<file path="src/rtl/mix_columns_seq.sv">
`default_nettype none
// +------------------------------------------------------------------------+
// | mix_columns_seq: sequenced AES MixColumns engine, one shared mixer     |
// | time-multiplexed over the four columns. Define INV_MIX_EN to build the |
// | InvMixColumns network.                                                 |
// | Revision: 1.0                                                          |
// +------------------------------------------------------------------------+
module mix_columns_seq #(
  parameter int COLS_PER_CYCLE = 1
) (
  input  logic         clk,
  input  logic         n_rst,
  input  logic         in_valid,
  output logic         in_ready,
  input  logic         inverse,
  input  logic [127:0] state_in,
  output logic         out_valid,
  input  logic         out_ready,
  output logic [127:0] state_out,
  output logic         busy
);

  localparam logic [1:0] C_STEP = 2'(COLS_PER_CYCLE);
  localparam logic [1:0] C_LAST = 2'(4 - COLS_PER_CYCLE);

  typedef enum logic [1:0] {
    S_IDLE = 2'd0,
    S_MIX  = 2'd1,
    S_OUT  = 2'd2
  } state_t;

  generate
    if (!(COLS_PER_CYCLE == 1 || COLS_PER_CYCLE == 2 || COLS_PER_CYCLE == 4)) begin : g_bad_cpc
      $error("mix_columns_seq: COLS_PER_CYCLE must be 1, 2 or 4");
    end
  endgenerate

  function automatic logic [7:0] f_xtime(input logic [7:0] x);
    return {x[6:0], 1'b0} ^ (x[7] ? 8'h1B : 8'h00);
  endfunction

  function automatic logic [31:0] f_mix_fwd(input logic [31:0] c);
    logic [7:0] a [4];
    logic [7:0] t [4];
    for (int k = 0; k < 4; k++) begin
      a[k] = c[31-8*k -: 8];
      t[k] = f_xtime(a[k]);
    end
    return {t[0] ^ t[1] ^ a[1] ^ a[2] ^ a[3],
            a[0] ^ t[1] ^ t[2] ^ a[2] ^ a[3],
            a[0] ^ a[1] ^ t[2] ^ t[3] ^ a[3],
            t[0] ^ a[0] ^ a[1] ^ a[2] ^ t[3]};
  endfunction

`ifdef INV_MIX_EN
  function automatic logic [31:0] f_mix_inv(input logic [31:0] c);
    logic [7:0] a, x2, x4, x8;
    logic [7:0] m9 [4];
    logic [7:0] mb [4];
    logic [7:0] md [4];
    logic [7:0] me [4];
    for (int k = 0; k < 4; k++) begin
      a  = c[31-8*k -: 8];
      x2 = f_xtime(a);
      x4 = f_xtime(x2);
      x8 = f_xtime(x4);
      m9[k] = x8 ^ a;
      mb[k] = x8 ^ x2 ^ a;
      md[k] = x8 ^ x4 ^ a;
      me[k] = x8 ^ x4 ^ x2;
    end
    return {me[0] ^ mb[1] ^ md[2] ^ m9[3],
            m9[0] ^ me[1] ^ mb[2] ^ md[3],
            md[0] ^ m9[1] ^ me[2] ^ mb[3],
            mb[0] ^ md[1] ^ m9[2] ^ me[3]};
  endfunction
`endif

  state_t         r_state;
  logic [1:0]     r_col_cnt;
  logic [127:0]   r_work;
  logic [127:0]   r_state_out;
  logic           r_out_valid;
  logic           r_in_ready;
  logic           r_busy;
`ifdef INV_MIX_EN
  logic           r_mode;
`else
  logic           w_unused_inverse;
  assign w_unused_inverse = inverse;
`endif

  logic [31:0]    w_cols   [4];
  logic [31:0]    w_mixed  [COLS_PER_CYCLE];
  logic [127:0]   w_work_next;

  // Lane j of a pass handles column col_cnt+j.
  for (genvar j = 0; j < COLS_PER_CYCLE; j++) begin : g_lane
    logic [1:0]  w_idx;
    logic [31:0] w_col_in;
    assign w_idx    = r_col_cnt + 2'(j);
    assign w_col_in = w_cols[w_idx];
`ifdef INV_MIX_EN
    assign w_mixed[j] = r_mode ? f_mix_inv(w_col_in) : f_mix_fwd(w_col_in);
`else
    assign w_mixed[j] = f_mix_fwd(w_col_in);
`endif
  end

  for (genvar c = 0; c < 4; c++) begin : g_col
    localparam logic [1:0] C_BASE = 2'(c - (c % COLS_PER_CYCLE));
    localparam int         C_LANE = c % COLS_PER_CYCLE;
    assign w_cols[c] = r_work[127-32*c -: 32];
    assign w_work_next[127-32*c -: 32] = (r_col_cnt == C_BASE) ? w_mixed[C_LANE] : w_cols[c];
  end

  always_ff @(posedge clk or negedge n_rst) begin
    if (!n_rst) begin
      r_state     <= S_IDLE;
      r_col_cnt   <= 2'd0;
      r_work      <= 128'd0;
      r_state_out <= 128'd0;
      r_out_valid <= 1'b0;
      r_in_ready  <= 1'b0;
      r_busy      <= 1'b0;
`ifdef INV_MIX_EN
      r_mode      <= 1'b0;
`endif
    end else begin
      case (r_state)
        S_IDLE: begin
          if (in_valid && r_in_ready) begin
            r_work     <= state_in;
`ifdef INV_MIX_EN
            r_mode     <= inverse;
`endif
            r_col_cnt  <= 2'd0;
            r_in_ready <= 1'b0;
            r_busy     <= 1'b1;
            r_state    <= S_MIX;
          end else begin
            r_in_ready <= 1'b1;
          end
        end
        S_MIX: begin
          r_work    <= w_work_next;
          r_col_cnt <= r_col_cnt + C_STEP;
          if (r_col_cnt == C_LAST) begin
            r_state <= S_OUT;
          end
        end
        S_OUT: begin
          // First OUT cycle publishes the result; it then holds until taken.
          if (!r_out_valid) begin
            r_out_valid <= 1'b1;
            r_state_out <= r_work;
          end else if (out_ready) begin
            r_out_valid <= 1'b0;
            r_in_ready  <= 1'b1;
            r_busy      <= 1'b0;
            r_state     <= S_IDLE;
          end
        end
        default: begin
          r_state <= S_IDLE;
        end
      endcase
    end
  end

  assign in_ready  = r_in_ready;
  assign out_valid = r_out_valid;
  assign state_out = r_state_out;
  assign busy      = r_busy;

endmodule
`default_nettype wire

</file>
<file path="config.mk">
export PLATFORM = sky130hd
export DESIGN_NAME = mix_columns_seq
export DESIGN_NICKNAME = d
export VERILOG_FILES = /design/src/rtl/mix_columns_seq.sv
export SDC_FILE = /design/constraint.sdc
export NUM_CORES = 1
export LEC_CHECK = 0
export CAP_MARGIN = 20
export CORE_ASPECT_RATIO = 0.6
export CORE_UTILIZATION = 52
export CTS_CLUSTER_SIZE = 28
export DETAILED_ROUTE_END_ITERATION = 10
export HOLD_SLACK_MARGIN = 0.06
export PLACE_DENSITY = 0.82
export SLEW_MARGIN = 25
export SYNTH_ARGS = -nofsm -noshare
export SYNTH_HDL_FRONTEND = slang
export SYNTH_SLANG_ARGS = --single-unit
</file>
<file path="constraint.sdc">
create_clock -name clk -period 3.2 [get_ports clk]
set_input_delay 0.64 -clock clk [delete_from_list [all_inputs] [get_ports clk]]
set_output_delay 0.64 -clock clk [all_outputs]
set_load 0.01 [all_outputs]
</file>
; ---- Word-level counts from Yosys, hierarchy flattened
; Cells that the tools add are included.
[op_classes]
bitwise = 22
muxes = 30
magnitude_cmp = 1
n_reduce_logical = 14
add_sub_neg = 1
eq_ne = 12
[ops]
columns = operator, n
row1 = 128-bit case mux with 2 select lines, 1
row2 = 32-bit two-way mux, 6
row3 = 128-bit two-way mux, 1
row4 = 8-bit bitwise XOR, 16
row5 = 32-bit binary-select mux with 2-bit select, 1
row6 = 8-bit by 5-bit bitwise XOR with 8-bit output, 4
row7 = 5-bit two-way mux, 4
row8 = 3-bit AND reduction, 5
row9 = 2-bit inequality test (second input constant), 7
row10 = 2-bit two-way mux, 5
row11 = 1-bit two-way mux, 8
row12 = 4-bit AND reduction, 2
row13 = 2-bit equality test (second input constant), 3
row14 = 2-bit case mux with 3 select lines, 1
row15 = 2-bit by 1-bit equality test with 1-bit output (second input constant), 2
row16 = 2-bit zero test, 2
row17 = 1-bit case mux with 2 select lines, 2
row18 = 2-bit case mux with 2 select lines, 1
row19 = 2-bit AND reduction, 2
row20 = 2-bit nonzero test, 2
row21 = 3-bit greater-or-equal comparator (second input constant), 1
row22 = 2-bit inverter with 3-bit output, 1
row23 = 2-bit by 1-bit adder with 2-bit output (second input constant), 1
row24 = 1-bit logical AND, 1
row25 = 1-bit inverter, 1
[totals]
input_bits = 133
ff_bits = 263
out_inout_bits = 131
wordCells = 90

; ---- Logic depth before layout (Yosys ltp)
; Gate-level depths: netlist of the first run.
[depth]
ltp_word = 12
ltp_mapped = 9
ltp_nobuf = 6

; ---- Worst setup path after synthesis of the first run
; No wires, ideal clock.
[synth_path]
path_type = flip-flop to flip-flop
from = register r_col_cnt[0]
to = register r_work[77]
arrival_ns = 2.150
required_ns = 3.123
setup_time_ns = 0.077
synth_period_minus_slack_ns = 2.227
slack_ns = 0.973
stages_incl_launch_ff = 7
n_path_buf = 2
cell_sequence = dfrtp_1 -> buf_6 -> buf_8 -> mux4_2 -> xor2_1 -> xor3_1 -> o21ai_1
[synth_via]
elab_chain_cells = 10
word_cells_on_any_way = 15
cone_classes = eq/ne: 2 / mux: 5 / bitwise: 7 / reduce/logical: 1
[synth_rtl]
columns = element, line_no
row1 = start: declaration, 80  ; logic [1:0] r_col_cnt;
row2 = start signal: assignment, 147  ; r_col_cnt <= r_col_cnt + C_STEP;
row3 = 2-bit inverter with 3-bit output (not written as such), 102  ; assign w_col_in = w_cols[w_idx];
row4 = 32-bit binary-select mux with 2-bit select, 102
row5 = 32-bit two-way mux (not written as such) (2 in a row), 102
row6 = 8-bit bitwise XOR or 8-bit by 5-bit bitwise XOR with 8-bit output (tied branches), "51, 39"
row7 = 8-bit bitwise XOR (3 in a row), 51  ; a[0] ^ a[1] ^ t[2] ^ t[3] ^ a[3],
row8 = 32-bit two-way mux, 114  ; assign w_work_next[127-32*c -: 32] = (r_col_cnt == C_BASE) ? w_mixed[C_LANE] : w_cols[c];
row9 = 128-bit case mux with 2 select lines, 130  ; case (r_state)
row10 = end signal: assignment, 133  ; r_work <= state_in;
row11 = end signal: assignment, 146  ; r_work <= w_work_next;
row12 = end: declaration, 81  ; logic [127:0] r_work;
; Several ways; a longest one is shown, not always the timed one. The select of a mux whose other input is x is not followed.
; A chain may end at the register's enable or synchronous reset.

; ---- Final worst setup path of the first run
[layout_path]
from = register r_col_cnt[0]
to = register r_work[96]
[layout_via]
elab_chain_cells = 12
word_cells_on_any_way = 17
cone_classes = eq/ne: 1 / mux: 7 / bitwise: 7 / reduce/logical: 2
[layout_rtl]
columns = element, line_no
row1 = 2-bit inverter with 3-bit output (not written as such), 102
row2 = 32-bit binary-select mux with 2-bit select, 102
row3 = 32-bit two-way mux (not written as such) (2 in a row), 102
row4 = 5-bit two-way mux, 39  ; return {x[6:0], 1'b0} ^ (x[7] ? 8'h1B : 8'h00);
row5 = 8-bit by 5-bit bitwise XOR with 8-bit output, 39
row6 = 8-bit bitwise XOR (4 in a row), 52  ; t[0] ^ a[0] ^ a[1] ^ a[2] ^ t[3]};
row7 = 32-bit two-way mux, 114
row8 = 128-bit case mux with 2 select lines, 130
; Several ways; a longest one is shown, not always the timed one. The select of a mux whose other input is x is not followed.

==> results.yml, run 1 <==
die:
  core_area_um2: 25300
  start_util: 0.529
  dieArea_um2: 26400
  die_w_um: 209
  die_y_um: 126
  rows: 45
  ios: 264
timing:
  fmax_mhz: 373
  tightest_slew_ns: 0.775
  slew_violations: 0
  fin_setup_tns_ns: 0
  finClkSkew_ns: 0.0138
  post-route-period-util: 0.839
  slew_headroom: 0.483
  setup_ws_ns: 0.517
  hold_viol: 0
  rsz0062_at_grt: "false"
  fin_crit_ns: 2.68
  setup_viol: 0
clock_tree:
  htreeDepth: 1
  post_cts.repair.setup_buffers: 0
  cts-root-buf: "clkbuf_16"
  clk_path_buf_depth: 3
  clk_latency_ns: 0.53
  cts_made_buffers: 24
  post_cts_resized: 0
  hold_buffers: 0
  cts_tree: "yes"
  cts_sinks: 263
  cts.clk_slew.worst_paths_ns: 0.07
synthesis:
  yosys.area_share.simple: 0.0678
  yosysWarnings: 0
  synth_fa_ha_area_frac: 0.00374
  synth.avg_cell_area_um2: 13.7
  syn_area_um2: 13400
  synth_top_family_by_area: "multiplexers"
  synthXorXnorAreaFrac: 0.104
  syn-num-nets: 1113
  synth_compound_area_frac: 0.0515
  synth-seq-cells: 263
  seq_area_frac_synth: 0.492
  ys_types: 34
  synth_edf_count: 0
  async_flop_share: 1.00
  synthFlopType: "dfrtp_1"
  synthCells: 976
  muxShareOfSynthArea: 0.258
flow_run:
  max_cap_viol_count: 0
global_routing:
  antenna_found_initial: 2
  grt_pass1_vias: 9368
  track_usage: 0.296
  overflow: 0
  grt_max_degree: 95
  grt_pass1_wl_mm: 58.4
placement:
  io_buffer_count: 262
  place_ws_ns: 0.623
  dp_hpwl_mm: 26.0
  gp_congestion: 0.883
drt:
  wire_per_inst_um: 24.1
  drt_iter0_drc: 668
  drc: 0
  ant_nets: 0
  vias: 9160
  wl_mm: 38.0
  via_per_inst: 5.82
  detailedRoute.firstPassIterationCount: 5
worst_setup_path:
  cp-start-kind: "flip-flop"
  worst_ep_arrival_time_ns: 3.09
  path_max_fanout: 16
  r2r_cells: 5
  crit_required_ns: 3.61
  cp-end-kind: "flip-flop"
  critPathKind: "reg -> reg"
layout:
  drive_above_1_share: 0.199
  fin_nets: 1363
  area_growth_pct: 29.3
  fillers: 1794
run_status:
  status: "finished clean"
min_path:
  hp-class: "in -> async"
==> worst max-delay path: stages, from the launching register on <==
cell,delay [ns]
dfrtp_2,0.39
buf_4,0.29
mux4_2,0.69
xor2_2,0.33
xnor3_1,0.57
o21ai_0,0.29
==> per-stage QoR <==
stage / hold WS (ns) / instance area [um^2] / util / std cells
2_1_floorplan: 0.344 / 13400 / - / 976
3_3_place_gp: 0.469 / 16400 / 0.648 / 1528
3_5_place_dp: 0.472 / 16400 / 0.649 / 1529
4_1_cts: 0.187 / 17300 / 0.683 / 1573
5_1_grt: 0.218 / 17300 / 0.683 / 1573
6_report: 0.159 / 17300 / 0.683 / 1574
==> final cells by class <==
cell class,count,area [um^2],share of cell area
repair buffers,288,2910,0.168
flip-flops and latches,263,6580,0.381
inverters,3,11.3,0.000652
clock inverters,12,188,0.0109
well taps,329,412,0.0238
multi-input cells,646,6500,0.376
clock buffers,32,672,0.0389
diodes,1,2.50,0.000145
==> Yosys cell counts (2+ instances only) <==
| master | n | share of area |
|---|---|---|
| and2_1 | 128 | 0.060 |
| buf_2 | 7 | 0.0026 |
| buf_6 | 2 | 0.0017 |
| clkbuf_1 | 51 | 0.014 |
| dfrtp_1 | 263 | 0.49 |
| ha_1 | 4 | 0.0037 |
| inv_1 | 3 | 0.00084 |
| mux2_2 | 128 | 0.11 |
| mux2i_1 | 128 | 0.096 |
| mux4_2 | 31 | 0.052 |
| nand2_1 | 8 | 0.0022 |
| nand3_1 | 3 | 0.0011 |
| nand3b_1 | 4 | 0.0022 |
| nor2b_1 | 2 | 0.00094 |
| o21a_1 | 2 | 0.0011 |
| o21ai_0 | 66 | 0.025 |
| o21ai_1 | 64 | 0.024 |
| o21ai_2 | 2 | 0.0013 |
| xnor2_1 | 8 | 0.0052 |
| xnor2_2 | 4 | 0.0049 |
| xnor2_4 | 4 | 0.0082 |
| xnor3_1 | 33 | 0.056 |
| xor2_1 | 8 | 0.0052 |
| xor2_2 | 4 | 0.0049 |
| xor3_1 | 10 | 0.018 |
==> final timing paths <==
check	from	to	slack (ns)
worst max-delay path	r_col_cnt[0]	r_work[96]	0.52
worst min-delay path	n_rst	state_out[100]	0.16
worst max register to register	r_col_cnt[0]	r_work[96]	0.52
worst min register to register	busy	busy	0.48
max in group asynchronous	n_rst	state_out[78]	2.25
min in group clk	busy	busy	0.48
==> per-layer routing <==
metal | GRT usage | share of wire | routed length (um) | vias up
met5 | 0 | 0.00037 | 14 | -
met4 | 0.0510 | 0.014 | 546 | 2
met3 | 0.0748 | 0.093 | 3520 | 43
met2 | 0.443 | 0.45 | 16900 | 443
met1 | 0.443 | 0.45 | 17000 | 4697
li1 | - | - | - | 3975
==> placed cells by master, fill, tap and decap left out, drive strengths merged, types with 4 or more instances in the layout <==
cell / netlist / layout
bufinv: 0 / 5
xor2: 12 / 12
mux2: 128 / 128
xor3: 10 / 10
dfrtp: 263 / 263
buf: 13 / 27
and2: 128 / 128
clkbuf: 51 / 32
mux2i: 128 / 128
clkdlybuf4s50: 0 / 261
mux4: 32 / 32
clkinv: 0 / 6
o21ai: 132 / 132
nand3b: 4 / 4
nand2: 8 / 8
xnor2: 16 / 16
xnor3: 34 / 34
ha: 4 / 4
==> sequential cells by signal (all words and copies together), names as in the netlist <==
| name | cells |
|---|---|
| out_valid | 1 |
| in_ready | 1 |
| state_out | 128 |
| r_work | 128 |
| r_state | 2 |
| busy | 1 |
| r_col_cnt | 2 |
==> cells by family (layout without fill, tap and decap cells) <==
logic type               count (synthesis)  in the layout
flip-flops                             263            263
buffers and inverters                   67            335
adder cells (fa/ha/maj)                  4              4
multiplexers                           288            288
AND/OR/NAND/NOR                        147            147
other                                    0              1
AO/OA/AOI/OAI                          135            135
XOR/XNOR                                72             72
Power of run 1 is left out: the tool's default activity adds up to more than one toggle a clock period on the data nets, which glitch-free logic cannot reach.
==> run 2, diff against run 1 <==
--- a/config.mk
+++ b/config.mk
@@ -7,11 +7,11 @@
 export LEC_CHECK = 0
 export CAP_MARGIN = 20
 export CORE_ASPECT_RATIO = 0.6
-export CORE_UTILIZATION = 52
+export CORE_UTILIZATION = 47
 export CTS_CLUSTER_SIZE = 28
 export DETAILED_ROUTE_END_ITERATION = 10
 export HOLD_SLACK_MARGIN = 0.06
-export PLACE_DENSITY = 0.82
+export PLACE_DENSITY = 0.79
 export SLEW_MARGIN = 25
 export SYNTH_ARGS = -nofsm -noshare
 export SYNTH_HDL_FRONTEND = slang
==> constraint.sdc (replaced) <==
create_clock -name clk -period 2.2 [get_ports clk]
set_input_delay 0.44 -clock clk [delete_from_list [all_inputs] [get_ports clk]]
set_output_delay 0.44 -clock clk [all_outputs]
set_load 0.01 [all_outputs]
==> run 2 against run 1 <==
Compared with the run above: the run now ends with design-rule violations, negative setup slack left; setup slack lost 0.77 ns; via count grew 4.6%; sequential cell count is the same; cell area up 8.4%; core utilization decreased by 0.88 points; clock skew increased by 0.0011 ns; die area up 11%; highest routed layer is now met4.
==> results.yml, run 2 (synthesis results as in run 1) <==
run_status:
  status: "complete, but fails checks"
  failed_checks: "design-rule violations, negative setup slack"
timing:
  finClkSkew_ns: 0.0149
  fin_crit_ns: 2.45
  rsz0062_at_grt: "true"
  post-route-period-util: 1.12
  whs_ns: 0.427
  fin_setup_tns_ns: -20.50
  hold_viol: 0
  setup_viol: 128
  slew_violations: 0
  fmax_mhz: 407
  setup_ws_ns: -0.254
  slew_headroom: 0.584
  tightest_slew_ns: 0.625
drt:
  detailedRoute.firstPassIterationCount: 8
  vias: 9585
  wl_mm: 40.6
  via_per_inst: 5.64
  drc: 34
  drt_iter0_drc: 755
  wire_per_inst_um: 23.9
  ant_nets: 0
worst_setup_path:
  critPathKind: "reg -> reg"
  cp-end-kind: "flip-flop"
  cp-start-kind: "flip-flop"
  worst_ep_arrival_time_ns: 2.93
  r2r_cells: 7
  crit_required_ns: 2.67
  path_max_fanout: 5
clock_tree:
  cts.clk_slew.worst_paths_ns: 0.07
  cts-root-buf: "clkbuf_16"
  clk_path_buf_depth: 3
  htreeDepth: 1
  cts_tree: "yes"
  cts_made_buffers: 26
  cts_sinks: 263
  clk_latency_ns: 0.55
global_routing:
  overflow: 0
  track_usage: 0.281
  antenna_found_initial: 0
  grt_pass1_vias: 10100
  grt_pass1_wl_mm: 61.1
  grt_max_degree: 61
placement:
  gp_congestion: 0.944
  io_buffer_count: 262
  dp_hpwl_mm: 28.5
  placed_cells: 1627
die:
  dieArea_um2: 29100
  die_w_um: 220
  core_area_um2: 27800
  ios: 264
  start_util: 0.481
  die_y_um: 133
  rows: 47
layout:
  final_cell_mix: "261 x dfrtp_1, 261 x clkdlybuf4s50_1, 128 x and2_1, 128 x mux2i_1, 128 x mux2_2"
  fillers: 1964
  fin_nets: 1448
  post-route-util: 0.675
  area_growth_pct: 40.1
  drive_above_1_share: 0.297
  diodes: 0
  instances_no_fill: 1698
min_path:
  hp-class: "in -> async"
flow_run:
  max_cap_viol_count: 0
## run 2: cell count changes in the layout (fill, tap and decap cells not counted), sizes merged
| cell | delta |
|---|---|
| dlygate4sd3 | +1 |
| clkinv | -4 |
| diode | -1 |
| inv | +2 |
| clkbuf | +7 |
| bufinv | +1 |
| buf | +80 |
## run 2: cell type report
type                    count  area (um^2)  area share
clock inverters            11          221      0.0118
repair buffers            371         3890       0.208
multi-input cells         646         6790       0.363
flip-flops and latches    263         6580       0.352
clock buffers              37          763      0.0408
well taps                 367          459      0.0245
inverters                   3         11.3    0.000601
## run 2: metal layers
metal,up-vias,part of all wire,global-route usage
li1,4167,-,-
met1,4949,0.46,0.416
met2,427,0.43,0.417
met3,42,0.090,0.0782
met4,0,0.014,0.0513
met5,-,0,0
## run 2: what timing repair did
item,4_1_cts,5_1_grt
hold buffers,1,0
pin swaps,11,41
gates cloned,1,2
hold endpoints to repair,49,0
buffers inserted,11,10
setup endpoints to repair,128,128
gates resized for setup,72,77
## run 2: worst max-delay path: stages, from the launching register on
cell and delay, ns:
dfrtp_2 0.39, buf_12 0.14, clkbuf_16 0.16, mux4_2 0.65, xnor2_4 0.28, xnor3_1 0.47
buf_6 0.15, o21ai_1 0.12
## run 2: through the flow
stage / setup slack (ns) / instance area, um^2
3_3_place_gp: -0.214 / 17100
5_1_grt: -0.294 / 18700
3_5_place_dp: -0.252 / 17100
2_1_floorplan: 0.00500 / 13400
4_1_cts: -0.193 / 18400
6_report: -0.254 / 18700
## run 2: path summary, 6_finish.rpt
path / startpoint / end / slack [ns]
worst max register to register: r_col_cnt[0] / r_work[73] / -0.25
max in group asynchronous: n_rst / state_out[74] / 1.07
min in group clk: busy / busy / 0.48
worst max-delay path: r_col_cnt[0] / r_work[73] / -0.25
worst min register to register: busy / busy / 0.48
worst min-delay path: n_rst / r_work[98] / 0.43
Power of run 2 is left out for the same reason.
